==> src/rtl/rv32i_pkg.sv <==
// Shared RV32I encodings for the execute stage: ALU ops, branch conditions, writeback sources.
package rv32i_pkg;

    localparam int unsigned XLEN = 32;

    // ALU operation select; codes 11..15 are reserved and yield zero
    typedef enum logic [3:0] {
        AluAdd   = 4'd0,
        AluSub   = 4'd1,
        AluSll   = 4'd2,
        AluSlt   = 4'd3,
        AluSltu  = 4'd4,
        AluXor   = 4'd5,
        AluSrl   = 4'd6,
        AluSra   = 4'd7,
        AluOr    = 4'd8,
        AluAnd   = 4'd9,
        AluPassB = 4'd10
    } alu_sel_e;

    // Branch condition codes (funct3)
    localparam logic [2:0] Funct3Beq  = 3'b000;
    localparam logic [2:0] Funct3Bne  = 3'b001;
    localparam logic [2:0] Funct3Blt  = 3'b100;
    localparam logic [2:0] Funct3Bge  = 3'b101;
    localparam logic [2:0] Funct3Bltu = 3'b110;
    localparam logic [2:0] Funct3Bgeu = 3'b111;

    // Writeback source select
    typedef enum logic [1:0] {
        WbDmem = 2'd0,
        WbAlu  = 2'd1,
        WbPc4  = 2'd2
    } wb_sel_e;

endpackage

==> src/rtl/ex_stage_if.sv <==
// Bundle of ID/EX inputs, forwarding sources and EX/MA outputs of the execute stage.
interface ex_stage_if #(
    parameter int unsigned XLEN = 32
);
    // Pipeline control
    logic            stall_in;
    logic            flush_in;
    logic            valid_in;
    // ID/EX payload
    logic [XLEN-1:0] pc_in;
    logic [XLEN-1:0] pcPlus4_in;
    logic [XLEN-1:0] DataA_in;
    logic [XLEN-1:0] DataB_in;
    logic [4:0]      AddrA_in;
    logic [4:0]      AddrB_in;
    logic [4:0]      AddrD_in;
    logic [XLEN-1:0] imm_in;
    logic [3:0]      ALUSel_in;
    logic            ASel_in;
    logic            BSel_in;
    logic            BrUn_in;
    logic            Branch_in;
    logic            Jump_in;
    logic            RegWEn_in;
    logic            MemRW_in;
    logic [1:0]      WBSel_in;
    logic [2:0]      funct3_in;
    // Forwarding sources
    logic            ma_RegWEn;
    logic            wb_RegWEn;
    logic [4:0]      ma_AddrD;
    logic [4:0]      wb_AddrD;
    logic [XLEN-1:0] ma_Data;
    logic [XLEN-1:0] wb_Data;
    // Redirect and EX/MA outputs
    logic            PCSel_out;
    logic [XLEN-1:0] pc_target_out;
    logic            RegWEn_out;
    logic            MemRW_out;
    logic [1:0]      WBSel_out;
    logic [2:0]      funct3_out;
    logic [XLEN-1:0] ALU_Result_out;
    logic [XLEN-1:0] DataW_out;
    logic [XLEN-1:0] pcPlus4_out;
    logic [4:0]      AddrD_out;

    // Upstream side: drives the instruction and forwarding sources
    modport master (
        output stall_in, flush_in, valid_in, pc_in, pcPlus4_in, DataA_in, DataB_in,
               AddrA_in, AddrB_in, AddrD_in, imm_in, ALUSel_in, ASel_in, BSel_in, BrUn_in,
               Branch_in, Jump_in, RegWEn_in, MemRW_in, WBSel_in, funct3_in,
               ma_RegWEn, wb_RegWEn, ma_AddrD, wb_AddrD, ma_Data, wb_Data,
        input  PCSel_out, pc_target_out, RegWEn_out, MemRW_out, WBSel_out, funct3_out,
               ALU_Result_out, DataW_out, pcPlus4_out, AddrD_out
    );

    // Execute stage side
    modport slave (
        input  stall_in, flush_in, valid_in, pc_in, pcPlus4_in, DataA_in, DataB_in,
               AddrA_in, AddrB_in, AddrD_in, imm_in, ALUSel_in, ASel_in, BSel_in, BrUn_in,
               Branch_in, Jump_in, RegWEn_in, MemRW_in, WBSel_in, funct3_in,
               ma_RegWEn, wb_RegWEn, ma_AddrD, wb_AddrD, ma_Data, wb_Data,
        output PCSel_out, pc_target_out, RegWEn_out, MemRW_out, WBSel_out, funct3_out,
               ALU_Result_out, DataW_out, pcPlus4_out, AddrD_out
    );

endinterface

==> src/rtl/ex_alu.sv <==
// Combinational RV32I ALU: result = op(A, B); shift amount is B[4:0].
module ex_alu #(
    parameter int unsigned XLEN = 32
) (
    input  logic [XLEN-1:0] i_a,
    input  logic [XLEN-1:0] i_b,
    input  logic [3:0]      i_alu_sel,
    output logic [XLEN-1:0] o_result
);
    import rv32i_pkg::*;

    logic [4:0] w_shamt;
    assign w_shamt = i_b[4:0];

    // Operation decode; reserved codes fall through to zero
    always_comb begin
        o_result = '0;
        case (i_alu_sel)
            AluAdd:   o_result = i_a + i_b;
            AluSub:   o_result = i_a - i_b;
            AluSll:   o_result = i_a << w_shamt;
            AluSlt:   o_result = {{(XLEN-1){1'b0}}, ($signed(i_a) < $signed(i_b))};
            AluSltu:  o_result = {{(XLEN-1){1'b0}}, (i_a < i_b)};
            AluXor:   o_result = i_a ^ i_b;
            AluSrl:   o_result = i_a >> w_shamt;
            AluSra:   o_result = $unsigned($signed(i_a) >>> w_shamt);
            AluOr:    o_result = i_a | i_b;
            AluAnd:   o_result = i_a & i_b;
            AluPassB: o_result = i_b;
            default:  o_result = '0;
        endcase
    end

endmodule

==> src/rtl/ex_stage.sv <==
// RV32I execute stage: operand forwarding, ALU, branch resolution and the EX/MA register.
module ex_stage #(
    parameter int unsigned    XLEN     = 32,
    parameter logic [XLEN-1:0] RESET_PC = '0
) (
    input  logic       clk,
    input  logic       reset,
    ex_stage_if.slave  bus
);
    import rv32i_pkg::*;

    logic [XLEN-1:0] w_fwd_a;
    logic [XLEN-1:0] w_fwd_b;
    logic [XLEN-1:0] w_op_a;
    logic [XLEN-1:0] w_op_b;
    logic [XLEN-1:0] w_alu;
    logic            w_eq;
    logic            w_lt;
    logic            w_taken;

    logic            r_regwen;
    logic            r_memrw;
    logic [1:0]      r_wbsel;
    logic [2:0]      r_funct3;
    logic [XLEN-1:0] r_alu;
    logic [XLEN-1:0] r_dataw;
    logic [XLEN-1:0] r_pc4;
    logic [4:0]      r_addrd;

    // Forwarding for rs1/rs2: MA beats WB, x0 is never forwarded
    always_comb begin
        w_fwd_a = bus.DataA_in;
        if (bus.ma_RegWEn && (bus.ma_AddrD != 5'd0) && (bus.ma_AddrD == bus.AddrA_in)) begin
            w_fwd_a = bus.ma_Data;
        end else if (bus.wb_RegWEn && (bus.wb_AddrD != 5'd0) &&
                     (bus.wb_AddrD == bus.AddrA_in)) begin
            w_fwd_a = bus.wb_Data;
        end
        w_fwd_b = bus.DataB_in;
        if (bus.ma_RegWEn && (bus.ma_AddrD != 5'd0) && (bus.ma_AddrD == bus.AddrB_in)) begin
            w_fwd_b = bus.ma_Data;
        end else if (bus.wb_RegWEn && (bus.wb_AddrD != 5'd0) &&
                     (bus.wb_AddrD == bus.AddrB_in)) begin
            w_fwd_b = bus.wb_Data;
        end
    end

    assign w_op_a = bus.ASel_in ? bus.pc_in  : w_fwd_a;
    assign w_op_b = bus.BSel_in ? bus.imm_in : w_fwd_b;

    ex_alu #(
        .XLEN (XLEN)
    ) u_alu (
        .i_a       (w_op_a),
        .i_b       (w_op_b),
        .i_alu_sel (bus.ALUSel_in),
        .o_result  (w_alu)
    );

    // Branch compare always uses the forwarded register values, not the ALU operands
    assign w_eq = (w_fwd_a == w_fwd_b);
    assign w_lt = bus.BrUn_in ? (w_fwd_a < w_fwd_b) : ($signed(w_fwd_a) < $signed(w_fwd_b));

    // Branch condition decode from funct3
    always_comb begin
        w_taken = 1'b0;
        case (bus.funct3_in)
            Funct3Beq:              w_taken = w_eq;
            Funct3Bne:              w_taken = !w_eq;
            Funct3Blt, Funct3Bltu:  w_taken = w_lt;
            Funct3Bge, Funct3Bgeu:  w_taken = !w_lt;
            default:                w_taken = 1'b0;
        endcase
    end

    // Gated by stall so a held instruction redirects only once
    assign bus.PCSel_out = !reset && bus.valid_in && !bus.stall_in && !bus.flush_in &&
                           (bus.Jump_in || (bus.Branch_in && w_taken));
    assign bus.pc_target_out = {w_alu[XLEN-1:1], 1'b0};

    // EX/MA register: reset, then flush over stall, then capture or bubble
    always_ff @(posedge clk or posedge reset) begin
        if (reset) begin
            r_regwen <= 1'b0;
            r_memrw  <= 1'b0;
            r_wbsel  <= '0;
            r_funct3 <= '0;
            r_alu    <= '0;
            r_dataw  <= '0;
            r_pc4    <= RESET_PC;
            r_addrd  <= '0;
        end else if (bus.flush_in || (!bus.stall_in && !bus.valid_in)) begin
            r_regwen <= 1'b0;
            r_memrw  <= 1'b0;
            r_wbsel  <= '0;
            r_funct3 <= '0;
            r_alu    <= '0;
            r_dataw  <= '0;
            r_pc4    <= '0;
            r_addrd  <= '0;
        end else if (!bus.stall_in) begin
            r_regwen <= bus.RegWEn_in;
            r_memrw  <= bus.MemRW_in;
            r_wbsel  <= bus.WBSel_in;
            r_funct3 <= bus.funct3_in;
            r_alu    <= w_alu;
            r_dataw  <= w_fwd_b;
            r_pc4    <= bus.pcPlus4_in;
            r_addrd  <= bus.AddrD_in;
        end
    end

    assign bus.RegWEn_out     = r_regwen;
    assign bus.MemRW_out      = r_memrw;
    assign bus.WBSel_out      = r_wbsel;
    assign bus.funct3_out     = r_funct3;
    assign bus.ALU_Result_out = r_alu;
    assign bus.DataW_out      = r_dataw;
    assign bus.pcPlus4_out    = r_pc4;
    assign bus.AddrD_out      = r_addrd;

endmodule

==> src/flat_wrapper.sv <==
// flat-port wrapper written by rule: the top's interface ports become plain ports
module ex_stage_flat import rv32i_pkg::*;
#(
    parameter int unsigned    XLEN     = 32,
    parameter logic [XLEN-1:0] RESET_PC = '0
)
  (clk, reset, bus_stall_in, bus_flush_in, bus_valid_in, bus_pc_in, bus_pcPlus4_in, bus_DataA_in, bus_DataB_in, bus_AddrA_in, bus_AddrB_in, bus_AddrD_in, bus_imm_in, bus_ALUSel_in, bus_ASel_in, bus_BSel_in, bus_BrUn_in, bus_Branch_in, bus_Jump_in, bus_RegWEn_in, bus_MemRW_in, bus_WBSel_in, bus_funct3_in, bus_ma_RegWEn, bus_wb_RegWEn, bus_ma_AddrD, bus_wb_AddrD, bus_ma_Data, bus_wb_Data, bus_PCSel_out, bus_pc_target_out, bus_RegWEn_out, bus_MemRW_out, bus_WBSel_out, bus_funct3_out, bus_ALU_Result_out, bus_DataW_out, bus_pcPlus4_out, bus_AddrD_out);
  ex_stage_if #(.XLEN(XLEN)) bus_i ();
  input  logic clk;
  input  logic reset;
  input wire logic [$bits(bus_i.stall_in)-1:0] bus_stall_in;
  input wire logic [$bits(bus_i.flush_in)-1:0] bus_flush_in;
  input wire logic [$bits(bus_i.valid_in)-1:0] bus_valid_in;
  input wire logic [$bits(bus_i.pc_in)-1:0] bus_pc_in;
  input wire logic [$bits(bus_i.pcPlus4_in)-1:0] bus_pcPlus4_in;
  input wire logic [$bits(bus_i.DataA_in)-1:0] bus_DataA_in;
  input wire logic [$bits(bus_i.DataB_in)-1:0] bus_DataB_in;
  input wire logic [$bits(bus_i.AddrA_in)-1:0] bus_AddrA_in;
  input wire logic [$bits(bus_i.AddrB_in)-1:0] bus_AddrB_in;
  input wire logic [$bits(bus_i.AddrD_in)-1:0] bus_AddrD_in;
  input wire logic [$bits(bus_i.imm_in)-1:0] bus_imm_in;
  input wire logic [$bits(bus_i.ALUSel_in)-1:0] bus_ALUSel_in;
  input wire logic [$bits(bus_i.ASel_in)-1:0] bus_ASel_in;
  input wire logic [$bits(bus_i.BSel_in)-1:0] bus_BSel_in;
  input wire logic [$bits(bus_i.BrUn_in)-1:0] bus_BrUn_in;
  input wire logic [$bits(bus_i.Branch_in)-1:0] bus_Branch_in;
  input wire logic [$bits(bus_i.Jump_in)-1:0] bus_Jump_in;
  input wire logic [$bits(bus_i.RegWEn_in)-1:0] bus_RegWEn_in;
  input wire logic [$bits(bus_i.MemRW_in)-1:0] bus_MemRW_in;
  input wire logic [$bits(bus_i.WBSel_in)-1:0] bus_WBSel_in;
  input wire logic [$bits(bus_i.funct3_in)-1:0] bus_funct3_in;
  input wire logic [$bits(bus_i.ma_RegWEn)-1:0] bus_ma_RegWEn;
  input wire logic [$bits(bus_i.wb_RegWEn)-1:0] bus_wb_RegWEn;
  input wire logic [$bits(bus_i.ma_AddrD)-1:0] bus_ma_AddrD;
  input wire logic [$bits(bus_i.wb_AddrD)-1:0] bus_wb_AddrD;
  input wire logic [$bits(bus_i.ma_Data)-1:0] bus_ma_Data;
  input wire logic [$bits(bus_i.wb_Data)-1:0] bus_wb_Data;
  output wire logic [$bits(bus_i.PCSel_out)-1:0] bus_PCSel_out;
  output wire logic [$bits(bus_i.pc_target_out)-1:0] bus_pc_target_out;
  output wire logic [$bits(bus_i.RegWEn_out)-1:0] bus_RegWEn_out;
  output wire logic [$bits(bus_i.MemRW_out)-1:0] bus_MemRW_out;
  output wire logic [$bits(bus_i.WBSel_out)-1:0] bus_WBSel_out;
  output wire logic [$bits(bus_i.funct3_out)-1:0] bus_funct3_out;
  output wire logic [$bits(bus_i.ALU_Result_out)-1:0] bus_ALU_Result_out;
  output wire logic [$bits(bus_i.DataW_out)-1:0] bus_DataW_out;
  output wire logic [$bits(bus_i.pcPlus4_out)-1:0] bus_pcPlus4_out;
  output wire logic [$bits(bus_i.AddrD_out)-1:0] bus_AddrD_out;
  assign bus_i.stall_in = bus_stall_in;
  assign bus_i.flush_in = bus_flush_in;
  assign bus_i.valid_in = bus_valid_in;
  assign bus_i.pc_in = bus_pc_in;
  assign bus_i.pcPlus4_in = bus_pcPlus4_in;
  assign bus_i.DataA_in = bus_DataA_in;
  assign bus_i.DataB_in = bus_DataB_in;
  assign bus_i.AddrA_in = bus_AddrA_in;
  assign bus_i.AddrB_in = bus_AddrB_in;
  assign bus_i.AddrD_in = bus_AddrD_in;
  assign bus_i.imm_in = bus_imm_in;
  assign bus_i.ALUSel_in = bus_ALUSel_in;
  assign bus_i.ASel_in = bus_ASel_in;
  assign bus_i.BSel_in = bus_BSel_in;
  assign bus_i.BrUn_in = bus_BrUn_in;
  assign bus_i.Branch_in = bus_Branch_in;
  assign bus_i.Jump_in = bus_Jump_in;
  assign bus_i.RegWEn_in = bus_RegWEn_in;
  assign bus_i.MemRW_in = bus_MemRW_in;
  assign bus_i.WBSel_in = bus_WBSel_in;
  assign bus_i.funct3_in = bus_funct3_in;
  assign bus_i.ma_RegWEn = bus_ma_RegWEn;
  assign bus_i.wb_RegWEn = bus_wb_RegWEn;
  assign bus_i.ma_AddrD = bus_ma_AddrD;
  assign bus_i.wb_AddrD = bus_wb_AddrD;
  assign bus_i.ma_Data = bus_ma_Data;
  assign bus_i.wb_Data = bus_wb_Data;
  assign bus_PCSel_out = bus_i.PCSel_out;
  assign bus_pc_target_out = bus_i.pc_target_out;
  assign bus_RegWEn_out = bus_i.RegWEn_out;
  assign bus_MemRW_out = bus_i.MemRW_out;
  assign bus_WBSel_out = bus_i.WBSel_out;
  assign bus_funct3_out = bus_i.funct3_out;
  assign bus_ALU_Result_out = bus_i.ALU_Result_out;
  assign bus_DataW_out = bus_i.DataW_out;
  assign bus_pcPlus4_out = bus_i.pcPlus4_out;
  assign bus_AddrD_out = bus_i.AddrD_out;
  ex_stage #(.XLEN(XLEN), .RESET_PC(RESET_PC)) u_core (.clk(clk), .reset(reset), .bus(bus_i));
endmodule
==> config.mk <==
export PLATFORM = sky130hd
export DESIGN_NAME = ex_stage_flat
export DESIGN_NICKNAME = d
export VERILOG_FILES = /design/src/rtl/rv32i_pkg.sv /design/src/rtl/ex_stage_if.sv /design/src/rtl/ex_alu.sv /design/src/rtl/ex_stage.sv /design/src/flat_wrapper.sv
export SDC_FILE = /design/constraint.sdc
export NUM_CORES = 1
export LEC_CHECK = 0
export BUFFER_PORTS_ARGS = -buffer_cell sky130_fd_sc_hd__buf_2
export CAP_MARGIN = 10
export CORE_MARGIN = 1
export CORE_UTILIZATION = 41
export DETAILED_ROUTE_END_ITERATION = 16
export PLACE_DENSITY = 0.75
export SYNTH_ARGS = -nofsm -noshare
export SYNTH_HDL_FRONTEND = slang
export SYNTH_SLANG_ARGS = --single-unit
export TNS_END_PERCENT = 30
==> constraint.sdc <==
create_clock -name clk -period 11.48 [get_ports clk]
set_input_delay 2.296 -clock clk [delete_from_list [all_inputs] [get_ports clk]]
set_output_delay 2.296 -clock clk [all_outputs]
set_load 0.005 [all_outputs]
==> flow_summary_export.csv, run 1 <==
group,metric,value,unit
outcome,status,"finished clean",
worst_setup_path,rr_startpoint,"u_core.bus.ALU_Result_out[29]",
place,gp_congestion,1.10,
grt,grt_first_pass_wirelength,131000,um
clock_tree,cts.repair.resized,0,
route,routed_wl,89500,um
timing,setup_tns,0,ns
synth,muxShareOfSynthArea,0.132,
grt,grt_pass1_vias,19600,
worst_setup_path,startpoint_type,"input port",
floorplan,rows,72,
floorplan,die_x,202,um
place,hpwl,71500,um
worst_setup_path,regToRegSetupSlack,10.67,ns
route,wl_per_cell,28.7,um
synth,synth-seq-cells,108,
clock_tree,cts_sinks,108,
floorplan,coreArea,39000,um^2
route,antenna_left,0,
clock_tree,cts_made_buffers,9,
worst_setup_path,end_kind,"primary output",
cells_and_area,finalNetCount,2985,
route,num_vias,20700,
synth,synth_compound_area_frac,0.330,
synth,synthSimpleGateAreaFrac,0.180,
flow_run,max-cap-violations,0,
grt,overflow,0,
route,dr.pass1.iters,6,
floorplan,num_io_pins,413,
grt,grt_max_degree,79,
route,drc,0,
timing,hold_viol,0,
timing,min_period_over_period,0.933,
pwr,p_leak,9.44,nW
synth,synth.distinct_cells,91,
worst_setup_path,path_class,"input port to primary output",
grt,grtUsageMet3,0.0705,
cells_and_area,area_growth,18.5,%
timing,rsz0062_at_grt,"no",
cells_and_area,drive_above_1_share,0.214,
timing,relSlewSlack,0.307,
clock_tree,post-cts-setup-buffers,0,
clock_tree,clock_path_buffers,2,
route,viasPerCell,6.65,
timing,clock_skew,0,ns
route,first_iter_violations,2955,
clock_tree,hold_buffers,0,
floorplan,dieArea,40800,um^2
clock_tree,clock_latency,0.37,ns
timing,worst_slack,0.771,ns
synth,synth_fa_ha_area_frac,0.100,
grt,grt.busiest_layer,"met2",
synth,syn_avg_cell_area,7.28,um^2
pwr,p_per_area,96.3,nW/um^2
synth,synth-edff-count,0,
worst_setup_path,worst_r2r_endpoint,"u_core.bus.ALU_Result_out[29]",
min_path,hold_path_depth,2,
grt,grt_util_met2,0.662,
worst_setup_path,crit_fanout,31,
synth,async_reset_ff_frac,1.00,
min_path,hp-class,"register to register",
grt,grtUsageMet1,0.564,
timing,fin_crit,10.71,ns
synth,seq_area_frac_synth,0.165,
clock_tree,clock-root-buffer,"clkbuf_16",
worst_setup_path,cp.required,9.18,ns
min_path,min_delay_worst_endpoint,"u_core.bus.DataW_out[22]",
clock_tree,h-tree-depth,3,
worst_setup_path,cp.arrival,8.41,ns
floorplan,start_util,0.420,
synth,synth_top_family_by_area,"compound AO/OA/AOI/OAI gates",
synth,synthCells,2249,
place,io_buffers,411,
floorplan,die_height,202,um
synth,synth_ff_type,"dfrtp_1",
grt,antenna_found_initial,15,
timing,max_freq,93.4,MHz
pwr,p_total,1.87,mW
grt,grt_usage,0.429,
synth,syn_area,16400,um^2
min_path,worstHoldStart,"u_core.bus.DataW_out[22]",
clock_tree,cts_tree,"yes",
worst_setup_path,r2r_cells,1,
clock_tree,clk_pin_slew,0.08,ns
place,dp_slack,1.02,ns
timing,slew_violations,0,
synth,yosys_warnings,0,
pwr,ir_worst_vdd,73.8,uV
timing,worst_pin_slew,1.04,ns
synth,synth_nets,2650,
timing,setup_viol,0,
synth,synth_xor_area_frac,0.0192,
==> per-layer routing <==
metal  vias to the layer above  share of wire
li1                       9056              -
met5                         -              0
met2                      1474           0.43
met3                       311          0.097
met4                         0          0.067
met1                      9892           0.40
==> cell usage after synthesis (17+ instances only) <==
master / count / area [um^2]
nor2_1: 141 / 529
dfrtp_1: 108 / 2700
nand2_1: 241 / 905
a21o_1: 40 / 300
o221ai_1: 23 / 201
nand3_1: 81 / 405
a22o_1: 78 / 683
clkbuf_1: 140 / 526
o21bai_1: 19 / 143
o21ai_0: 183 / 916
mux2i_1: 177 / 1770
ha_1: 127 / 1590
o21ai_1: 28 / 140
nand4_1: 17 / 106
a211oi_1: 26 / 195
o211ai_1: 29 / 218
xnor2_1: 32 / 280
o22ai_1: 25 / 156
inv_1: 138 / 518
nor3_1: 76 / 380
a31oi_1: 54 / 338
a21oi_1: 161 / 806
==> where the power goes <==
group	leakage (nW)	internal (mW)	switching, mW
clock network	0.135	0.151	0.175
registers	1.48	0.397	0.00989
logic	7.83	0.383	0.754
total	9.44	0.931	0.939
==> stage by stage <==
stage	util	hold slack [ns]	cells	area, um^2
after floorplan	-	0.473	2249	16400
after global placement	0.490	0.462	3091	19100
after detailed placement	0.490	0.466	3091	19100
after CTS	0.497	0.483	3106	19400
after global routing	0.498	0.509	3120	19400
final	0.498	0.477	3120	19400
==> final cells by class <==
cell class	instances	area [um^2]
Sequential cell	108	2700
Tap cell	518	648
Timing Repair Buffer	492	2670
Fill cell	3969	19600
Antenna cell	14	35.0
Clock buffer	9	225
Multi-Input combinational cell	1830	12500
Clock inverter	6	58.8
Inverter	143	542
==> critical path: stages <==
cell and delay (ns):
buf_2 0.15, xor2_1 0.20, or4b_1 0.52, buf_4 0.25, o21ai_0 0.53, a311oi_1 0.27
nor2_1 0.45, inv_1 0.13, ha_1 0.51, inv_1 0.14, nor3_1 0.53, o211ai_1 0.20
or4_1 0.42, a31oi_1 0.15, nor2_1 0.14, o41ai_1 0.67, a221oi_1 0.20, o22ai_1 0.16
nor2_1 0.06, o211ai_1 0.25, buf_2 0.17
==> how the worst max path moves through the flow <==
stage / startpoint / endpoint / slack [ns]
global route: bus_ma_AddrD[1] / bus_pc_target_out[30] / 0.44
CTS: bus_ma_AddrD[1] / bus_pc_target_out[30] / 1.01
global placement: bus_ma_AddrD[1] / bus_pc_target_out[28] / 1.10
detailed placement: bus_wb_AddrD[3] / bus_pc_target_out[30] / 1.02
finish: bus_wb_AddrD[3] / bus_pc_target_out[30] / 0.77
floorplan: bus_wb_AddrD[2] / bus_pc_target_out[31] / 1.99
==> registers in the layout, summed over array words and instances, names as in the netlist <==
| signal | cells |
|---|---|
| u_core.bus.DataW_out | 32 |
| u_core.bus.funct3_out | 3 |
| u_core.bus.pcPlus4_out | 32 |
| u_core.bus.RegWEn_out | 1 |
| u_core.bus.AddrD_out | 5 |
| u_core.bus.MemRW_out | 1 |
| u_core.bus.ALU_Result_out | 32 |
| u_core.bus.WBSel_out | 2 |
==> kinds of logic after synthesis <==
logic type,after synthesis
AO/OA/AOI/OAI,812
other,1
AND/OR/NAND/NOR,649
flip-flops,108
XOR/XNOR,36
buffers and inverters,311
adder cells (fa/ha/maj),130
multiplexers,202
==> cells in the final DEF (no fill, tap or decap), types with 81 or more instances in the layout <==
cell type  netlist  routed
buf_2            9     411
nor2_1         141     141
ha_1           127     127
dfrtp_1        108     108
nand2_1        241     241
nand3_1         81      81
a21oi_1        161     161
o21ai_0        183     183
inv_1          138     137
mux2i_1        177     177
buf_4            4      81
(Power assumes the default switching activity.)
==> run 2, diff against run 1 <==
- clock period: 11.48 -> 11.3 ns (I/O delays scaled with it)
==> flow_summary_export.csv, run 2 (synthesis gave the netlist of run 1 again) <==
group,metric,value,unit
worst_setup_path,rr_startpoint,"u_core.bus.ALU_Result_out[29]",
pwr,p_leak,9.43,nW
place,dp_cells,3088,
route,first_iter_violations,3361,
timing,hold_viol,0,
timing,fin_crit,10.55,ns
cells_and_area,final_cells,3112,
timing,max_freq,94.8,MHz
clock_tree,clk_pin_slew,0.08,ns
clock_tree,h-tree-depth,3,
route,num_vias,21000,
cells_and_area,fill_cells,3912,
grt,grt_usage,0.433,
worst_setup_path,crit_family,"compound AO/OA/AOI/OAI gates",
cells_and_area,finish.utilization,0.497,
worst_setup_path,r2r_cells,1,
timing,worst_pin_slew,1.18,ns
worst_setup_path,regToRegSetupSlack,10.54,ns
worst_setup_path,critPathSlowestCell,"a311oi_1",
place,hpwl,71100,um
floorplan,start_util,0.420,
floorplan,coreArea,39000,um^2
worst_setup_path,cp.arrival,8.29,ns
worst_setup_path,startpoint_type,"input port",
worst_setup_path,worst_path_most_repeated_cell,"a21oi_1",
timing,setup_viol,0,
pwr,ir_worst_vdd,76.2,uV
clock_tree,clock-root-buffer,"clkbuf_16",
worst_setup_path,end_kind,"primary output",
worst_setup_path,path_cells,"buf_2 > xor2_1 > or4b_1 > buf_4 > o21ai_1 > a311oi_1 > nand2b_1 > ha_1 > a211oi_1 > inv_1 > o22ai_1 > o31a_1 > a311oi_1 > o21ai_1 > a21oi_1 > a21oi_1 > a21oi_1 > a21oi_1 > or4_1 > buf_2",
timing,worst_slack,0.749,ns
timing,rsz0062_at_grt,"no",
cells_and_area,area.sequential,2700,um^2
cells_and_area,finalNetCount,2982,
worst_setup_path,slowest_delay,1.00,ns
flow_run,max-cap-violations,0,
worst_setup_path,startpoint,"bus_wb_AddrD[3]",
min_path,hp-class,"register to register",
route,antenna_left,0,
worst_setup_path,cp.required,9.04,ns
timing,setup_tns,0,ns
route,wl_per_cell,29.1,um
floorplan,dieArea,40800,um^2
route,drc,0,
cells_and_area,final_common_cell,"buf_2",
floorplan,rows,72,
timing,clock_skew,0,ns
timing,fin_hold_ws,0.490,ns
clock_tree,post-cts-setup-buffers,0,
clock_tree,cts_tree,"yes",
grt,antenna_found_initial,11,
cells_and_area,drive_above_1_share,0.213,
grt,overflow,0,
cells_and_area,final_cell_mix,"411 x buf_2, 241 x nand2_1, 183 x o21ai_0",
grt,grt_max_degree,78,
worst_setup_path,crit_fanout,17,
clock_tree,clock_path_buffers,2,
timing,slew_violations,0,
grt,grt_first_pass_wirelength,132000,um
grt,grt_pass1_vias,20000,
worst_setup_path,worst_r2r_endpoint,"u_core.bus.ALU_Result_out[29]",
pwr,p_per_area,98.6,nW/um^2
worst_setup_path,path_class,"input port to primary output",
clock_tree,clock_latency,0.37,ns
floorplan,num_io_pins,413,
worst_setup_path,path_buf_inv,4,
min_path,worstHoldStart,"u_core.bus.DataW_out[21]",
min_path,hold_path_depth,2,
clock_tree,cts_made_buffers,9,
outcome,status,"finished clean",
place,gp_congestion,1.09,
clock_tree,cts_sinks,108,
timing,relSlewSlack,0.208,
min_path,min_delay_worst_endpoint,"u_core.bus.DataW_out[21]",
cells_and_area,area_growth,18.3,%
place,io_buffers,411,
clock_tree,hold_buffers,0,
route,viasPerCell,6.76,
place,dp_slack,1.01,ns
route,dr.pass1.iters,6,
clock_tree,cts.repair.resized,0,
route,routed_wl,90700,um
timing,min_period_over_period,0.934,
floorplan,die_x,202,um
floorplan,die_height,202,um
cells_and_area,multi_input_area,12500,um^2
[run 2: changes by cell type in the layout (fill, tap and decap cells not counted)]
cell | previous run | this run
buf_4 | 81 | 78
clkinvlp_4 | 1 | 2
inv_8 | 0 | 1
clkinv_4 | 2 | 0
diode_2 | 14 | 9
[run 2: metrics by stage]
step | power, mW | area, um^2
after floorplan | 1.09 | 16400
after global placement | 1.51 | 19100
after detailed placement | 1.52 | 19100
after CTS | 1.86 | 19400
after global routing | 1.99 | 19400
final | 1.91 | 19400
[run 2: worst max-delay path by stage]
stage	depth (start not counted)	slack, ns	to
after floorplan	20	1.88	bus_pc_target_out[31]
after global placement	21	1.15	bus_pc_target_out[21]
after detailed placement	22	1.01	bus_pc_target_out[30]
after CTS	22	0.99	bus_pc_target_out[30]
after global routing	22	0.43	bus_pc_target_out[30]
final	20	0.75	bus_pc_target_out[21]
[run 2: metal layers]
metal	share of wire	up-vias	global-route usage
met5	0.00029	-	0
met4	0.071	4	0.268
met3	0.12	391	0.104
met2	0.43	1656	0.659
met1	0.39	9929	0.550
li1	-	9042	-
[run 2: layout make-up]
type	instances	area share
multi-input combinational	1830	0.647
sequential	108	0.139
timing repair buffer	489	0.136
tap	518	0.0334
inverter	143	0.0279
clock buffer	9	0.0116
clock inverter	6	0.00310
antenna	9	0.00116
[run 2: report_power, final]
part / total [mW] / switching, mW / internal, mW / leakage [nW]
clock: 0.332 / 0.178 / 0.154 / 0.133
sequential: 0.413 / 0.00988 / 0.403 / 1.48
combinational: 1.17 / 0.780 / 0.387 / 7.82
total: 1.91 / 0.968 / 0.944 / 9.43
